## config.mk

```make
export PLATFORM = sky130hd
export DESIGN_NAME = uart_img_streamer_flat
export DESIGN_NICKNAME = d
export VERILOG_FILES = /design/src/rtl/uart_img_streamer_if.sv /design/src/rtl/uart_img_streamer.sv /design/src/flat_wrapper.sv
export SDC_FILE = /design/constraint.sdc
export NUM_CORES = 1
export LEC_CHECK = 0
export CORE_MARGIN = 3
export CORE_UTILIZATION = 45
export DETAILED_ROUTE_END_ITERATION = 7
export GPL_TIMING_DRIVEN = 0
export MAX_ROUTING_LAYER = met4
export PLACE_DENSITY_LB_ADDON = 0.08
export SLEW_MARGIN = 30
export SYNTH_ARGS = -nofsm -noshare
export SYNTH_HDL_FRONTEND = slang
export SYNTH_SLANG_ARGS = --single-unit
```

## constraint.sdc

```tcl
create_clock -name clk -period 2.12 [get_ports clk]
set_input_delay 0.212 -clock clk [delete_from_list [all_inputs] [get_ports clk]]
set_output_delay 0.212 -clock clk [all_outputs]
set_load 0.02 [all_outputs]
```

## src/rtl/uart_img_streamer_if.sv

```systemverilog
`default_nettype none
// ============================================================================
// Module  : uart_img_streamer_if
// Purpose : Memory read port plus UART tx/rx byte handshakes of the image streamer.
// Rev     : 1.0  initial release
// ============================================================================
interface uart_img_streamer_if #(
  parameter int ADDR_W     = 16,
  parameter int WORD_BYTES = 1
);
  localparam int c_MEM_AW = ADDR_W - $clog2(WORD_BYTES);

  logic                    mem_rd;
  logic [c_MEM_AW-1:0]     mem_addr;
  logic [8*WORD_BYTES-1:0] mem_rdata;
  logic                    tx_valid;
  logic [7:0]              tx_data;
  logic                    tx_busy;
  logic                    rx_valid;
  logic [7:0]              rx_data;

  modport master (
    output mem_rd, mem_addr, tx_valid, tx_data,
    input  mem_rdata, tx_busy, rx_valid, rx_data
  );

  modport slave (
    input  mem_rd, mem_addr, tx_valid, tx_data,
    output mem_rdata, tx_busy, rx_valid, rx_data
  );
endinterface
`default_nettype wire

```

## src/rtl/uart_img_streamer.sv

```systemverilog
`default_nettype none
// ============================================================================
// Module  : uart_img_streamer
// Purpose : Streams a memory image as SYNC/length/payload[/checksum] over a UART
//           and waits for an ack byte. Define UART_IMG_CSUM_EN for the checksum.
// Rev     : 1.0  initial release
// ============================================================================
module uart_img_streamer #(
  parameter int         ADDR_W      = 16,
  parameter int         WORD_BYTES  = 1,
  parameter logic [7:0] SYNC_BYTE   = 8'hA5,
  parameter logic [7:0] ACK_BYTE    = 8'h06,
  parameter int         ACK_TIMEOUT = 100000
) (
  input  logic                clk,
  input  logic                rstb,
  input  logic                start,
  input  logic [ADDR_W-1:0]   img_len,
  uart_img_streamer_if.master bus,
  output logic                busy,
  output logic                done,
  output logic                error,
  output logic [ADDR_W-1:0]   byte_cnt
);

  localparam int c_LEN_BYTES = (ADDR_W + 7) / 8;
  localparam int c_LC_W      = $clog2(c_LEN_BYTES + 1);
  localparam int c_OFF_W     = $clog2(WORD_BYTES);
  localparam int c_TMR_W     = $clog2(ACK_TIMEOUT + 1);
  localparam logic [c_TMR_W-1:0] c_TMR_LAST = c_TMR_W'(ACK_TIMEOUT - 1);

  localparam logic [2:0] c_ST_IDLE     = 3'd0;
  localparam logic [2:0] c_ST_SYNC     = 3'd1;
  localparam logic [2:0] c_ST_LEN      = 3'd2;
  localparam logic [2:0] c_ST_FETCH    = 3'd3;
  localparam logic [2:0] c_ST_WAIT_RD  = 3'd4;
  localparam logic [2:0] c_ST_SEND     = 3'd5;
  localparam logic [2:0] c_ST_ACK_WAIT = 3'd6;
`ifdef UART_IMG_CSUM_EN
  localparam logic [2:0] c_ST_CSUM     = 3'd7;
  localparam logic [2:0] c_ST_AFTER    = c_ST_CSUM;
`else
  localparam logic [2:0] c_ST_AFTER    = c_ST_ACK_WAIT;
`endif

  logic [2:0]               r_state;
  logic [ADDR_W-1:0]        r_img_len;
  logic [ADDR_W-1:0]        r_byte_cnt;
  logic [8*c_LEN_BYTES-1:0] r_len_sh;
  logic [c_LC_W-1:0]        r_len_left;
  logic [8*WORD_BYTES-1:0]  r_word;
  logic                     r_tx_valid;
  logic [7:0]               r_tx_data;
  logic                     r_guard;
  logic                     r_busy;
  logic                     r_done;
  logic                     r_error;
  logic [c_TMR_W-1:0]       r_timer;
`ifdef UART_IMG_CSUM_EN
  logic [7:0]               r_csum;
`endif

  logic                     w_can_tx;
  logic [ADDR_W-1:0]        w_cnt_next;
  logic                     w_word_end;
  logic [8*c_LEN_BYTES-1:0] w_len_ext;

  // The cycle after a strobe is a guard cycle: tx_busy is not trusted there.
  assign w_can_tx   = !bus.tx_busy && !r_tx_valid && !r_guard;
  assign w_cnt_next = r_byte_cnt + ADDR_W'(1);

  always_comb begin
    w_len_ext               = '0;
    w_len_ext[ADDR_W-1:0]   = img_len;
  end

  // Fetches always start on a word boundary, so a word is exhausted when the
  // next byte count lands on the next boundary.
  generate
    if (WORD_BYTES > 1) begin : g_multi_byte
      assign w_word_end = (w_cnt_next[c_OFF_W-1:0] == '0);
    end else begin : g_single_byte
      assign w_word_end = 1'b1;
    end
  endgenerate

  always_ff @(posedge clk or negedge rstb) begin
    if (!rstb) begin
      r_state    <= c_ST_IDLE;
      r_img_len  <= '0;
      r_byte_cnt <= '0;
      r_len_sh   <= '0;
      r_len_left <= '0;
      r_word     <= '0;
      r_tx_valid <= 1'b0;
      r_tx_data  <= '0;
      r_guard    <= 1'b0;
      r_busy     <= 1'b0;
      r_done     <= 1'b0;
      r_error    <= 1'b0;
      r_timer    <= '0;
`ifdef UART_IMG_CSUM_EN
      r_csum     <= '0;
`endif
    end else begin
      r_guard    <= r_tx_valid;
      r_tx_valid <= 1'b0;
      r_timer    <= (r_state == c_ST_ACK_WAIT) ? r_timer + c_TMR_W'(1) : '0;

      case (r_state)
        c_ST_IDLE: begin
          if (start && !r_busy) begin
            r_img_len  <= img_len;
            r_len_sh   <= w_len_ext;
            r_len_left <= c_LC_W'(c_LEN_BYTES);
            r_byte_cnt <= '0;
            r_done     <= 1'b0;
            r_error    <= 1'b0;
            r_busy     <= 1'b1;
`ifdef UART_IMG_CSUM_EN
            r_csum     <= '0;
`endif
            r_state    <= c_ST_SYNC;
          end
        end

        c_ST_SYNC: begin
          if (w_can_tx) begin
            r_tx_valid <= 1'b1;
            r_tx_data  <= SYNC_BYTE;
            r_state    <= c_ST_LEN;
          end
        end

        c_ST_LEN: begin
          if (w_can_tx) begin
            r_tx_valid <= 1'b1;
            r_tx_data  <= r_len_sh[7:0];
            r_len_sh   <= r_len_sh >> 8;
            r_len_left <= r_len_left - c_LC_W'(1);
            if (r_len_left == c_LC_W'(1))
              r_state <= (r_img_len == '0) ? c_ST_AFTER : c_ST_FETCH;
          end
        end

        c_ST_FETCH: r_state <= c_ST_WAIT_RD;

        c_ST_WAIT_RD: begin
          r_word  <= bus.mem_rdata;
          r_state <= c_ST_SEND;
        end

        c_ST_SEND: begin
          if (w_can_tx) begin
            r_tx_valid <= 1'b1;
            r_tx_data  <= r_word[7:0];
            r_word     <= r_word >> 8;
            r_byte_cnt <= w_cnt_next;
`ifdef UART_IMG_CSUM_EN
            r_csum     <= r_csum + r_word[7:0];
`endif
            if (w_cnt_next == r_img_len)
              r_state <= c_ST_AFTER;
            else if (w_word_end)
              r_state <= c_ST_FETCH;
          end
        end

`ifdef UART_IMG_CSUM_EN
        c_ST_CSUM: begin
          if (w_can_tx) begin
            r_tx_valid <= 1'b1;
            r_tx_data  <= r_csum;
            r_state    <= c_ST_ACK_WAIT;
          end
        end
`endif

        c_ST_ACK_WAIT: begin
          // A received byte wins over a timeout landing in the same cycle.
          if (bus.rx_valid) begin
            if (bus.rx_data == ACK_BYTE) r_done  <= 1'b1;
            else                         r_error <= 1'b1;
            r_busy  <= 1'b0;
            r_state <= c_ST_IDLE;
          end else if (r_timer == c_TMR_LAST) begin
            r_error <= 1'b1;
            r_busy  <= 1'b0;
            r_state <= c_ST_IDLE;
          end
        end

        default: r_state <= c_ST_IDLE;
      endcase
    end
  end

  assign bus.mem_rd   = (r_state == c_ST_FETCH);
  assign bus.mem_addr = r_byte_cnt[ADDR_W-1:c_OFF_W];
  assign bus.tx_valid = r_tx_valid;
  assign bus.tx_data  = r_tx_data;
  assign busy         = r_busy;
  assign done         = r_done;
  assign error        = r_error;
  assign byte_cnt     = r_byte_cnt;

endmodule
`default_nettype wire

```

## src/flat_wrapper.sv

```systemverilog
// flat-port wrapper written by rule: the top's interface ports become plain ports
module uart_img_streamer_flat 
#(
  parameter int         ADDR_W      = 16,
  parameter int         WORD_BYTES  = 1,
  parameter logic [7:0] SYNC_BYTE   = 8'hA5,
  parameter logic [7:0] ACK_BYTE    = 8'h06,
  parameter int         ACK_TIMEOUT = 100000
)
  (clk, rstb, start, img_len, busy, done, error, byte_cnt, bus_mem_rd, bus_mem_addr, bus_tx_valid, bus_tx_data, bus_mem_rdata, bus_tx_busy, bus_rx_valid, bus_rx_data);
  uart_img_streamer_if #(.ADDR_W(ADDR_W), .WORD_BYTES(WORD_BYTES)) bus_i ();
  input  logic clk;
  input  logic rstb;
  input  logic start;
  input  logic [ADDR_W-1:0] img_len;
  output logic busy;
  output logic done;
  output logic error;
  output logic [ADDR_W-1:0] byte_cnt;
  output wire logic [$bits(bus_i.mem_rd)-1:0] bus_mem_rd;
  output wire logic [$bits(bus_i.mem_addr)-1:0] bus_mem_addr;
  output wire logic [$bits(bus_i.tx_valid)-1:0] bus_tx_valid;
  output wire logic [$bits(bus_i.tx_data)-1:0] bus_tx_data;
  input wire logic [$bits(bus_i.mem_rdata)-1:0] bus_mem_rdata;
  input wire logic [$bits(bus_i.tx_busy)-1:0] bus_tx_busy;
  input wire logic [$bits(bus_i.rx_valid)-1:0] bus_rx_valid;
  input wire logic [$bits(bus_i.rx_data)-1:0] bus_rx_data;
  assign bus_mem_rd = bus_i.mem_rd;
  assign bus_mem_addr = bus_i.mem_addr;
  assign bus_tx_valid = bus_i.tx_valid;
  assign bus_tx_data = bus_i.tx_data;
  assign bus_i.mem_rdata = bus_mem_rdata;
  assign bus_i.tx_busy = bus_tx_busy;
  assign bus_i.rx_valid = bus_rx_valid;
  assign bus_i.rx_data = bus_rx_data;
  uart_img_streamer #(.ADDR_W(ADDR_W), .WORD_BYTES(WORD_BYTES), .SYNC_BYTE(SYNC_BYTE), .ACK_BYTE(ACK_BYTE), .ACK_TIMEOUT(ACK_TIMEOUT)) u_core (.clk(clk), .rstb(rstb), .start(start), .img_len(img_len), .bus(bus_i), .busy(busy), .done(done), .error(error), .byte_cnt(byte_cnt));
endmodule
```

Word level (Yosys, flattened, before mapping)
Index checks and enable logic that the tools add are counted.

operators by class
  $add $sub $neg = 3
  reductions and logical operators = 24
  equality and inequality tests = 19
  muxes and demuxes = 40

operator list
  operator                                             count
  two-way mux 16 bit                                   4
  case mux 16 bit (2 select lines)                     2
  two-way mux 8 bit                                    4
  two-way mux 3 bit                                    9
  case mux 8 bit (3 select lines)                      1
  case mux 3 bit (7 select lines)                      1
  adder 17 x 1 -> 17 bit, second input constant        1
  equality test 17 bit, second input constant          1
  two-way mux 17 bit                                   1
  adder 16 x 1 -> 16 bit, second input constant        1
  equality test 16 bit                                 1
  zero test 16 bit                                     1
  case mux 8 bit (2 select lines)                      1
  AND reduction 4 bit                                  3
  two-way mux 1 bit                                    11
  != test 2 x 1 -> 1 bit, second input constant        5
  equality test 3 bit, second input constant           3
  AND reduction 3 bit                                  3
  equality test 8 x 3 -> 1 bit, second input constant  1
  nonzero test 2 bit                                   4
  equality test 3 x 2 -> 1 bit, second input constant  2
  != test 3 bit, second input constant                 2
  case mux 1 bit (2 select lines)                      3
  AND reduction 6 bit                                  1
  other kinds (12)                                     20

storage, ports and cells
  output and inout port bits = 45
  register bits after elaboration = 91
  logic and storage cells = 99

Logic depth before layout (Yosys ltp)
Gate-level depths: netlist of run 1.

  word-level depth = 5
  gate-level depth with buffers = 9
  gate-level depth less buffers = 7

Least setup slack after synthesis of run 1
No wires, ideal clock.

  path type = reg-to-reg
  start = register u_core.r_byte_cnt[0], in the netlist u_core.bus.mem_addr[0]
  end = register u_core.r_state[2]
  cell stages (with the launch flop) = 9
  period minus slack after synthesis = 2.509 ns
  setup time = 0.076 ns
  data arrival time = 2.432 ns
  data required time = 2.044 ns
  setup slack = -0.389 ns
  cell sequence = dfrtp_1 > ha_1 > and4_1 > buf_2 > a211o_1 > nand4_1 > or4_1 > or4_1 > o21ai_1

between the ends
  longest elaborated chain between the ends = 5

RTL lines
  element                          RTL line                  RTL
  from (decl)                      uart_img_streamer.sv:48   logic [ADDR_W-1:0] r_byte_cnt;
  from (signal assigned)           uart_img_streamer.sv:158  r_byte_cnt <= w_cnt_next;
  adder 16 x 1 -> 16 bit           uart_img_streamer.sv:70   assign w_cnt_next = r_byte_cnt + ADDR_W'(1);
  equality test 16 bit             uart_img_streamer.sv:162  if (w_cnt_next == r_img_len)
  two-way mux 3 bit                uart_img_streamer.sv:162
  two-way mux 3 bit                uart_img_streamer.sv:154  if (w_can_tx) begin
  case mux 3 bit (7 select lines)  uart_img_streamer.sv:110  case (r_state)
  to (signal assigned)             uart_img_streamer.sv:150  r_state <= c_ST_SEND;
  to (signal assigned)             uart_img_streamer.sv:163  r_state <= c_ST_AFTER;
  to (signal assigned)             uart_img_streamer.sv:165  r_state <= c_ST_FETCH;
  to (decl)                        uart_img_streamer.sv:46   logic [2:0] r_state;

Every way passes these cells. The select of a mux whose other input is x is not followed.
A chain may end at the register's enable or synchronous reset.

Final worst setup path of run 1
  start = register u_core.r_timer[5]
  end = register u_core.r_state[2]

between the ends
  longest elaborated chain between the ends = 3

RTL lines
  element                               RTL line                  RTL
  from (decl)                           uart_img_streamer.sv:58   logic [c_TMR_W-1:0] r_timer;
  from (signal assigned)                uart_img_streamer.sv:108  r_timer <= (r_state == c_ST_ACK_WAIT) ? r_timer + c_TMR_W'(1) : '0;
  equality test 17 bit                  uart_img_streamer.sv:186  end else if (r_timer == c_TMR_LAST) begin
  != test 3 bit (no source line)        -
  AND reduction 6 bit (no source line)  -
  to (signal assigned)                  uart_img_streamer.sv:185  r_state <= c_ST_IDLE;
  to (signal assigned)                  uart_img_streamer.sv:189  r_state <= c_ST_IDLE;
  to (signal assigned)                  uart_img_streamer.sv:193  default: r_state <= c_ST_IDLE;

Every way passes these cells.

==> results of run 1 <==
## power by group through the flow
stage | clock network, mW | logic [mW] | registers (mW)
4_1_cts | 1.24 | 2.29 | 2.69
5_1_grt | 1.32 | 2.67 | 2.77
3_5_place_dp | 0 | 2.10 | 2.74
6_report | 1.23 | 2.35 | 2.71
3_3_place_gp | 0 | 2.04 | 2.73
2_1_floorplan | 0 | 1.27 | 2.72
## synthesized netlist by cell type, types with 3 or more instances
master,count
sky130_fd_sc_hd__a21oi_1,15
sky130_fd_sc_hd__and2_1,3
sky130_fd_sc_hd__inv_1,8
sky130_fd_sc_hd__nand3_1,19
sky130_fd_sc_hd__buf_4,19
sky130_fd_sc_hd__o22ai_1,5
sky130_fd_sc_hd__o41ai_1,3
sky130_fd_sc_hd__o21ai_0,43
sky130_fd_sc_hd__a211oi_1,3
sky130_fd_sc_hd__buf_6,3
sky130_fd_sc_hd__ha_1,3
sky130_fd_sc_hd__dfrtp_1,91
sky130_fd_sc_hd__or4_1,3
sky130_fd_sc_hd__a31oi_1,12
sky130_fd_sc_hd__clkbuf_8,3
sky130_fd_sc_hd__nand4b_1,3
sky130_fd_sc_hd__a22oi_1,4
sky130_fd_sc_hd__clkbuf_1,19
sky130_fd_sc_hd__and4_1,4
sky130_fd_sc_hd__xor2_1,19
sky130_fd_sc_hd__nand2_1,129
sky130_fd_sc_hd__nand4_1,8
sky130_fd_sc_hd__nand2b_1,4
sky130_fd_sc_hd__nor3b_1,3
sky130_fd_sc_hd__xnor2_1,15
sky130_fd_sc_hd__nor2_1,50
sky130_fd_sc_hd__o31a_1,3
sky130_fd_sc_hd__nor4_1,12
sky130_fd_sc_hd__nor3_1,7
## area by class of cell
| class | count | area, µm² |
|---|---|---|
| Tap cell | 136 | 170 |
| Clock inverter | 6 | 62.6 |
| Fill cell | 928 | 3920 |
| Timing Repair Buffer | 115 | 1100 |
| Sequential cell | 91 | 2290 |
| Clock buffer | 10 | 138 |
| Inverter | 8 | 30.0 |
| Multi-Input combinational cell | 400 | 2380 |
| Buffer | 40 | 277 |
## cell families (layout without fill, tap and decap cells)
kind of cell	count (synthesis)	after routing	share of synthesized area, %
compound gates	104	104	13.2
buf+inv	56	179	7.02
simple gates	259	259	25.5
fa+ha+maj	3	3	0.780
flops	91	91	47.3
xor+xnor	34	34	6.19
## critical path: stages (launching register included)
cell and delay [ns]:
sky130_fd_sc_hd__dfrtp_1 0.46, sky130_fd_sc_hd__or4bb_1 0.53, sky130_fd_sc_hd__nor4_1 0.33, sky130_fd_sc_hd__a311oi_2 0.25
sky130_fd_sc_hd__o31a_1 0.35, sky130_fd_sc_hd__a21oi_1 0.16, sky130_fd_sc_hd__o21ai_2 0.07
## repair_timing
item                       4_1_cts  5_1_grt
buffers inserted                26        6
gates resized for setup         28       17
hold buffers                     1        0
pin swaps                       11        8
setup endpoints to repair       47       45
hold endpoints to repair        21        0
## worst min-delay path by stage
stage,start,endpoint,depth (start not counted)
after floorplan,rstb,u_core.bus.mem_addr[0],0
after global placement,u_core.bus.tx_valid,u_core.r_guard,0
after detailed placement,rstb,u_core.r_word[6],1
after CTS,rstb,u_core.bus.mem_addr[8],2
after global routing,rstb,u_core.r_word[6],2
final,rstb,u_core.bus.mem_addr[8],2
## registers in the layout, summed over array words and instances (netlist names), 2 cells and up
| register | flops |
|---|---|
| u_core.r_len_sh | 16 |
| u_core.r_timer | 17 |
| u_core.r_word | 8 |
| u_core.r_img_len | 16 |
| u_core.r_len_left | 2 |
| u_core.bus.mem_addr | 16 |
| u_core.r_state | 3 |
| u_core.bus.tx_data | 8 |
## layer usage
layer | track usage, % | up-vias
met3 | 3.70 | 12
li1 | - | 2112
met4 | 5.16 | 0
met5 | - | -
met2 | 34.0 | 124
met1 | 33.7 | 2187
## cell usage in the layout (no fill, tap or decap), types with 4 or more instances in the layout
| master | count |
|---|---|
| sky130_fd_sc_hd__inv_1 | 8 |
| sky130_fd_sc_hd__xnor2_1 | 15 |
| sky130_fd_sc_hd__a31oi_1 | 12 |
| sky130_fd_sc_hd__xor2_1 | 18 |
| sky130_fd_sc_hd__nor2_1 | 47 |
| sky130_fd_sc_hd__clkbuf_1 | 11 |
| sky130_fd_sc_hd__nor3_1 | 6 |
| sky130_fd_sc_hd__and4_1 | 4 |
| sky130_fd_sc_hd__buf_6 | 7 |
| sky130_fd_sc_hd__o22ai_1 | 4 |
| sky130_fd_sc_hd__nor4_1 | 7 |
| sky130_fd_sc_hd__o21ai_0 | 43 |
| sky130_fd_sc_hd__clkdlybuf4s50_1 | 79 |
| sky130_fd_sc_hd__nand2_1 | 128 |
| sky130_fd_sc_hd__nor4_4 | 5 |
| sky130_fd_sc_hd__dfrtp_2 | 12 |
| sky130_fd_sc_hd__nand3_1 | 18 |
| sky130_fd_sc_hd__clkbuf_8 | 13 |
| sky130_fd_sc_hd__nand4_1 | 8 |
| sky130_fd_sc_hd__a21oi_1 | 15 |
| sky130_fd_sc_hd__a22oi_1 | 4 |
| sky130_fd_sc_hd__dfrtp_1 | 79 |
| sky130_fd_sc_hd__clkbuf_2 | 4 |
| sky130_fd_sc_hd__buf_4 | 46 |
| sky130_fd_sc_hd__nand2b_1 | 4 |
## metrics by stage
step	utilization [%]	instance area, µm²
2_1_floorplan	-	4860
3_3_place_gp	56.3	5840
3_5_place_dp	56.6	5870
4_1_cts	61.0	6330
5_1_grt	62.2	6450
6_report	62.2	6450
==> results.txt, run 1 <==
- Start of the worst register-to-register path: u_core.r_timer[5]
- Entering global routing, the biggest net connects 71 pins.
- Per report_power, the clock group accounts for 19.6% of the total.
* Post-Synthesis Mean Instance Area: slightly below 9 µm²
* Most common flop cell mapped by yosys: sky130_fd_sc_hd__dfrtp_1
- Crit. End Element: flop
- Final-stage net count: 705
- Post-synthesis register bit count: 91
- The critical path is of the reg -> reg type.
- Floorplan die area: 0.0120 mm²
* Headroom to the max-slew limit: 61.8%
- Post-synth EDFFs: 0
- For this run, asynchronously set or reset flops after synthesis account for 100%.
- Area contributors post-synth: sky130_fd_sc_hd__dfrtp_1 47%, sky130_fd_sc_hd__nand2_1 10%, sky130_fd_sc_hd__o21ai_0 4.5%, sky130_fd_sc_hd__nor2_1 3.9%, sky130_fd_sc_hd__xor2_1 3.5%
* Drt wl/cell: 15.7 µm
- GP Congestion: 0.894
- Netlist Area Pre-Place: 0.00481 mm²
- Summing the sequential cell areas from Yosys gives 47.3% of the chip area.
* Syn Nets: 587
* Met2 wire length: 5860 µm
- Setup skew after layout: 0.00825 ns
* Number of top-level pins: 82
* Placed instance count: between 700 and 800
- Power Dens Cells: 977 mW/mm²
- The design draws between 6 and 7 mW.
* Vias in the first global route: 4144
- Clk_lat worst skew: 0.36 ns
- Number of I/O port buffers: 81
- Worst Path Arrival: 2.51 ns
- Once detail routing completed, the nets flagged for antenna violations numbered 0.
- Gate power share: approximately 37%
- Int Power: 3.90 mW
- Initial core utilization: a little under half
* Total via count after detailed routing: 4435
- TritonCTS buffer count: 9
- The top cell type by area accounts for 47.3% of the synthesized area.
- The tree is rooted in a sky130_fd_sc_hd__clkbuf_8.
- The smallest clock period supported by the final layout is computed as 2.26 ns.
* Static leakage: around 2.9 nW
- For this block, the initial DRC count from the detailed router was between 200 and 300.
- The detailed router put a total of 6040 µm of wire on met1.
* Worst-path clk slew: 0.10 ns
- Counting along the longest clock path gives a buffer depth of 2.
- The min-delay analysis places its worst path in the category in -> async.
* Status: complete, but fails checks
- Met3 WL post-DR: about 630 µm
- Chip width: 109 µm
- Across the VDD grid, the largest voltage drop is between 400 and 500 µV.
- In this run the worst setup path terminates at u_core.r_state[2].
- For the pin with the worst max-slew slack, the measured transition is around 0.57 ns.
* Drc violations: 0
- The repair_antennas step left the layout with diodes totalling 0.
- The number of pins with negative max-slew slack in the final report was 0.
- Cells after Synth: 547
- Fmax achieved: 0.442 GHz
* Drt total wl: approximately 13000 µm
* Area overhead of the layout relative to synthesis: 34.1%
- HPWL after detailed placement: 8960 µm
- Setup violations remaining at the end of the flow were counted as 2.
- Average via count per standard cell: 5.50
- Net switching share of the total power: 38.2%
* Worst reg-to-reg path cell count: 6
- After routing, the total negative slack on setup checks comes to -0.151 ns.
- GR Util All Layers: 23.1%
* Final Hold Fails: 0
* First-pass DRT Iterations: 5
- Sequential cells burn 43.1% of the power.
- Maximum capacitance violations: 0
- Antenna violations before repair: 0
- In this run the vertical extent of the chip is roughly 110 µm.
- Highest fanout seen on the critical path: 6
- The floorplan has 37 rows.
* Count of yosys warnings during synthesis: 0
- Highest Signal Layer: met4
- After layout, the worst setup slack is -0.140 ns.
* Worst setup path startpoint: u_core.r_timer[5]
- Post-route worst hold slack: roughly 0.26 ns
- Reg-to-reg critical path endpoint: u_core.r_state[2]
- Total overflow reported by the global router: 0
- Synth unique cells: 58
* FF-to-FF setup slack: -0.14 ns
- TritonCTS clock tree: built
- H-Tree Level Count: 3
* Switching power total: 2.41 mW
- Cells with a size suffix above 1 make up 18.5% of the layout.
- Wire length of the first global-routing pass: 21000 µm
- Launching element type of the critical path: flop
- Placeable core region: 0.0104 mm²
* Library cell with the largest summed area after synthesis: sky130_fd_sc_hd__dfrtp_1
* Violations in the final reports: setup timing
- DP Worst Slack: -0.871 ns
- RSZ-0062 raised after global routing: yes
- Clock tree synthesis found a total of 91 sinks.
- For this run, the number of standard cells in the final layout without fillers is 806.
- Portion of the clock cycle consumed by the worst path in the final layout: 107%
- Critical path required time: 2.37 ns
Power figures use the tool's default switching activity.
==> run 2: changes to the inputs <==
--- a/config.mk
+++ b/config.mk
@@ -5,6 +5,7 @@
 export SDC_FILE = /design/constraint.sdc
 export NUM_CORES = 1
 export LEC_CHECK = 0
+export CORE_ASPECT_RATIO = 0.8
 export CORE_MARGIN = 3
 export CORE_UTILIZATION = 45
 export DETAILED_ROUTE_END_ITERATION = 7
==> results.txt, run 2 (synthesized netlist as in run 1, its figures left out) <==
- The run finished, with violations left.
- The final reports fail on setup timing.
- The final layout contains routed wiring with a total length of 12900 µm.
* Most frequent cells in the layout: 128 x sky130_fd_sc_hd__nand2_1, 80 x sky130_fd_sc_hd__clkdlybuf4s50_1, 79 x sky130_fd_sc_hd__dfrtp_1
- After detailed routing, the average wire length per cell comes to 16.1 µm.
* Number of setup violations in the final report: 2
- Switching power total: 2.43 mW
- Initial core utilization: 46.6%
* Net switching share of the total power: 36.8%
- The worst path uses 109% of the clock period.
- Clock sink count: 91
* Antenna violations before repair: 0
- At the worst endpoint, the required time is between 2 and 2.5 ns.
- Per report_power, the clock group accounts for 23.4% of the total.
- Residual antenna-violating net count after detailed routing: 0
* Final max-slew violation count: 0
- The die is 122 µm wide.
- The first global-routing pass estimated 21400 µm of wire.
* H-Tree Level Count: 3
* Starting DRT DRC Count: 296
* DP Worst Slack: -0.905 ns
- Floorplan die area: 0.0120 mm²
* Worst Path Arrival: 2.57 ns
- Worst reg-to-reg path cell count: 8
- GR Util All Layers: approximately 23%
* Family of cells with the greatest summed delay on the critical path: simple AND/OR/NAND/NOR gates
* Setup skew after layout: between 0.008 and 0.009 ns
- Master of the slowest instance on the critical path: sky130_fd_sc_hd__or4_4
- Together, buffers and inverters on the worst path number 1.
* Power Dens Cells: 1020 mW/mm²
- Area taken by flip-flops and latches: between 0.002 and 0.0025 mm²
- Counting the fill cells in the layout gives 914.
* Multi-input gate area: ~0.0023 mm²
- Static leakage: 2.83 nW
* Start of the worst register-to-register path: u_core.bus.mem_addr[0]
- Summing over every cut layer, the via total after detailed routing is ~4400.
- The worst setup path is captured at a flop.
- From synthesis to final layout, the design area changed by 34.9%.
* Crit-path cells: ha_4 -> nand4_1 -> buf_4 -> nor4_2 -> a211oi_2 -> a311o_1 -> or4_4 -> o21ai_2
* Gate power share: 35.9%
* FF-to-FF setup slack: -0.19 ns
- Peak supply drop: 587 µV
- The number of antenna diodes in the final layout is 0.
- Count of standard-cell rows: 33
* Placeable core region: about 0.010 mm²
- The first TritonRoute pass finished after 5 iterations.
* Total overflow reported by the global router: 0
* Min cycle time layout: 2.31 ns
- Final non-filler cell total: roughly 800
- Flip-flop count of the largest register, all copies and words added: 17
* Largest net degree at the start of global routing: 64
- Highest fanout seen on the critical path: 7
- Fmax achieved: roughly 0.43 GHz
- Worst-path clk slew: 0.06 ns
* Number of top-level pins: 82
* Vertical extent of the die: a little under 100 µm
- Placed instance count: a little under 800
- Post-route worst hold slack: 0.314 ns
- The congestion estimate from routability-driven global placement came to a little under 0.9.
* PnR worst setup slack: -0.190 ns
- Register with the most flip-flops: u_core.r_timer
- HPWL after detailed placement: 9190 µm
- Across the run, the number of max-cap violations was 0.
- Using the TritonRoute via totals, the vias-per-cell ratio works out to 5.43.
- Input and output buffers added on the ports amount to 81.
- In this design, the stage delay of the slowest critical-path cell is 0.51 ns.
- In the final timing run, aggregate negative setup slack is -0.283 ns.
* RSZ-0062 raised after global routing: yes
- The tightest min-delay check is of the in -> async type.
* Final Hold Fails: 0
- Clk_lat worst skew: roughly 0.34 ns
* Headroom to the max-slew limit: a little under 60%
- In the routed design, unresolved DRC markers number 0.
* Worst-case clock buffer depth: 2
* TritonCTS buffer count: 9
- CTS placed an instance of sky130_fd_sc_hd__clkbuf_16 at the clock tree root.
- The worst setup path is launched from a flop.
- For the pin with the worst max-slew slack, the measured transition is about 0.62 ns.
- Cells with a size suffix above 1 make up between 15 and 20% of the layout.
- Cell internal power was estimated by the tool at around 4.2 mW.
- Sequential power share: 40.7%
- Final-stage net count: 698
* Class of the most critical setup path: reg -> reg
- In this run the critical register-to-register path is captured at u_core.r_state[2].
* TritonCTS clock tree: built
- Leading cell type in the layout, fill and taps excluded: sky130_fd_sc_hd__nand2_1
- Vias in the first global route: 4284
==> run 2: power groups by stage <==
stage          Sequential [mW]  Clock, mW  Combinational, mW
2_1_floorplan             2.72          0               1.27
3_3_place_gp              2.70          0               2.06
3_5_place_dp              2.72          0               2.12
4_1_cts                   2.67       1.58               2.33
5_1_grt                   2.76       1.66               2.65
6_report                  2.69       1.55               2.38
==> run 2: cell type report <==
class	count	share of cell area [%]
sequential	91	35.3
buffer	44	4.98
multi-input combinational	400	36.1
timing repair buffer	104	15.9
clock buffer	12	3.95
clock inverter	4	0.540
inverter	8	0.463
tap	140	2.70
==> run 2: timing repair <==
item / 4_1_cts / 5_1_grt
pin swaps: 8 / 1
hold endpoints to repair: 28 / 0
setup endpoints to repair: 54 / 43
gates resized for setup: 25 / 20
buffers inserted: 19 / 2
hold buffers: 1 / 0
==> run 2: how the worst max path moves through the flow <==
stage / start / endpoint / slack (ns) / cells past startpoint
after floorplan: u_core.bus.mem_addr[4] / u_core.r_state[2] / -0.11 / 8
after global placement: rstb / u_core.bus.mem_addr[7] / -2.86 / 1
after detailed placement: bus_tx_busy / u_core.bus.mem_addr[5] / -0.91 / 8
after CTS: u_core.bus.mem_addr[0] / u_core.r_state[2] / -0.18 / 8
after global routing: u_core.bus.mem_addr[0] / u_core.r_state[2] / -0.26 / 8
final: u_core.bus.mem_addr[0] / u_core.r_state[2] / -0.19 / 8
==> run 2: stage by stage <==
stage	power (mW)	instance area [µm²]	util (%)
2_1_floorplan	3.99	4860	-
3_5_place_dp	4.84	5880	57.0
5_1_grt	7.06	6490	62.8
3_3_place_gp	4.77	5850	56.6
4_1_cts	6.57	6420	62.2
6_report	6.62	6490	62.8
==> run 2: per-layer routing <==
layer / share of wire (%) / routed length, µm / vias up / GRT usage (%)
met5: 0 / 0 / - / -
met4: 1.1 / 136 / 0 / 6.20
met3: 5.4 / 691 / 11 / 4.42
met2: 45 / 5840 / 135 / 34.5
met1: 48 / 6230 / 2119 / 32.6
li1: - / - / 2098 / -
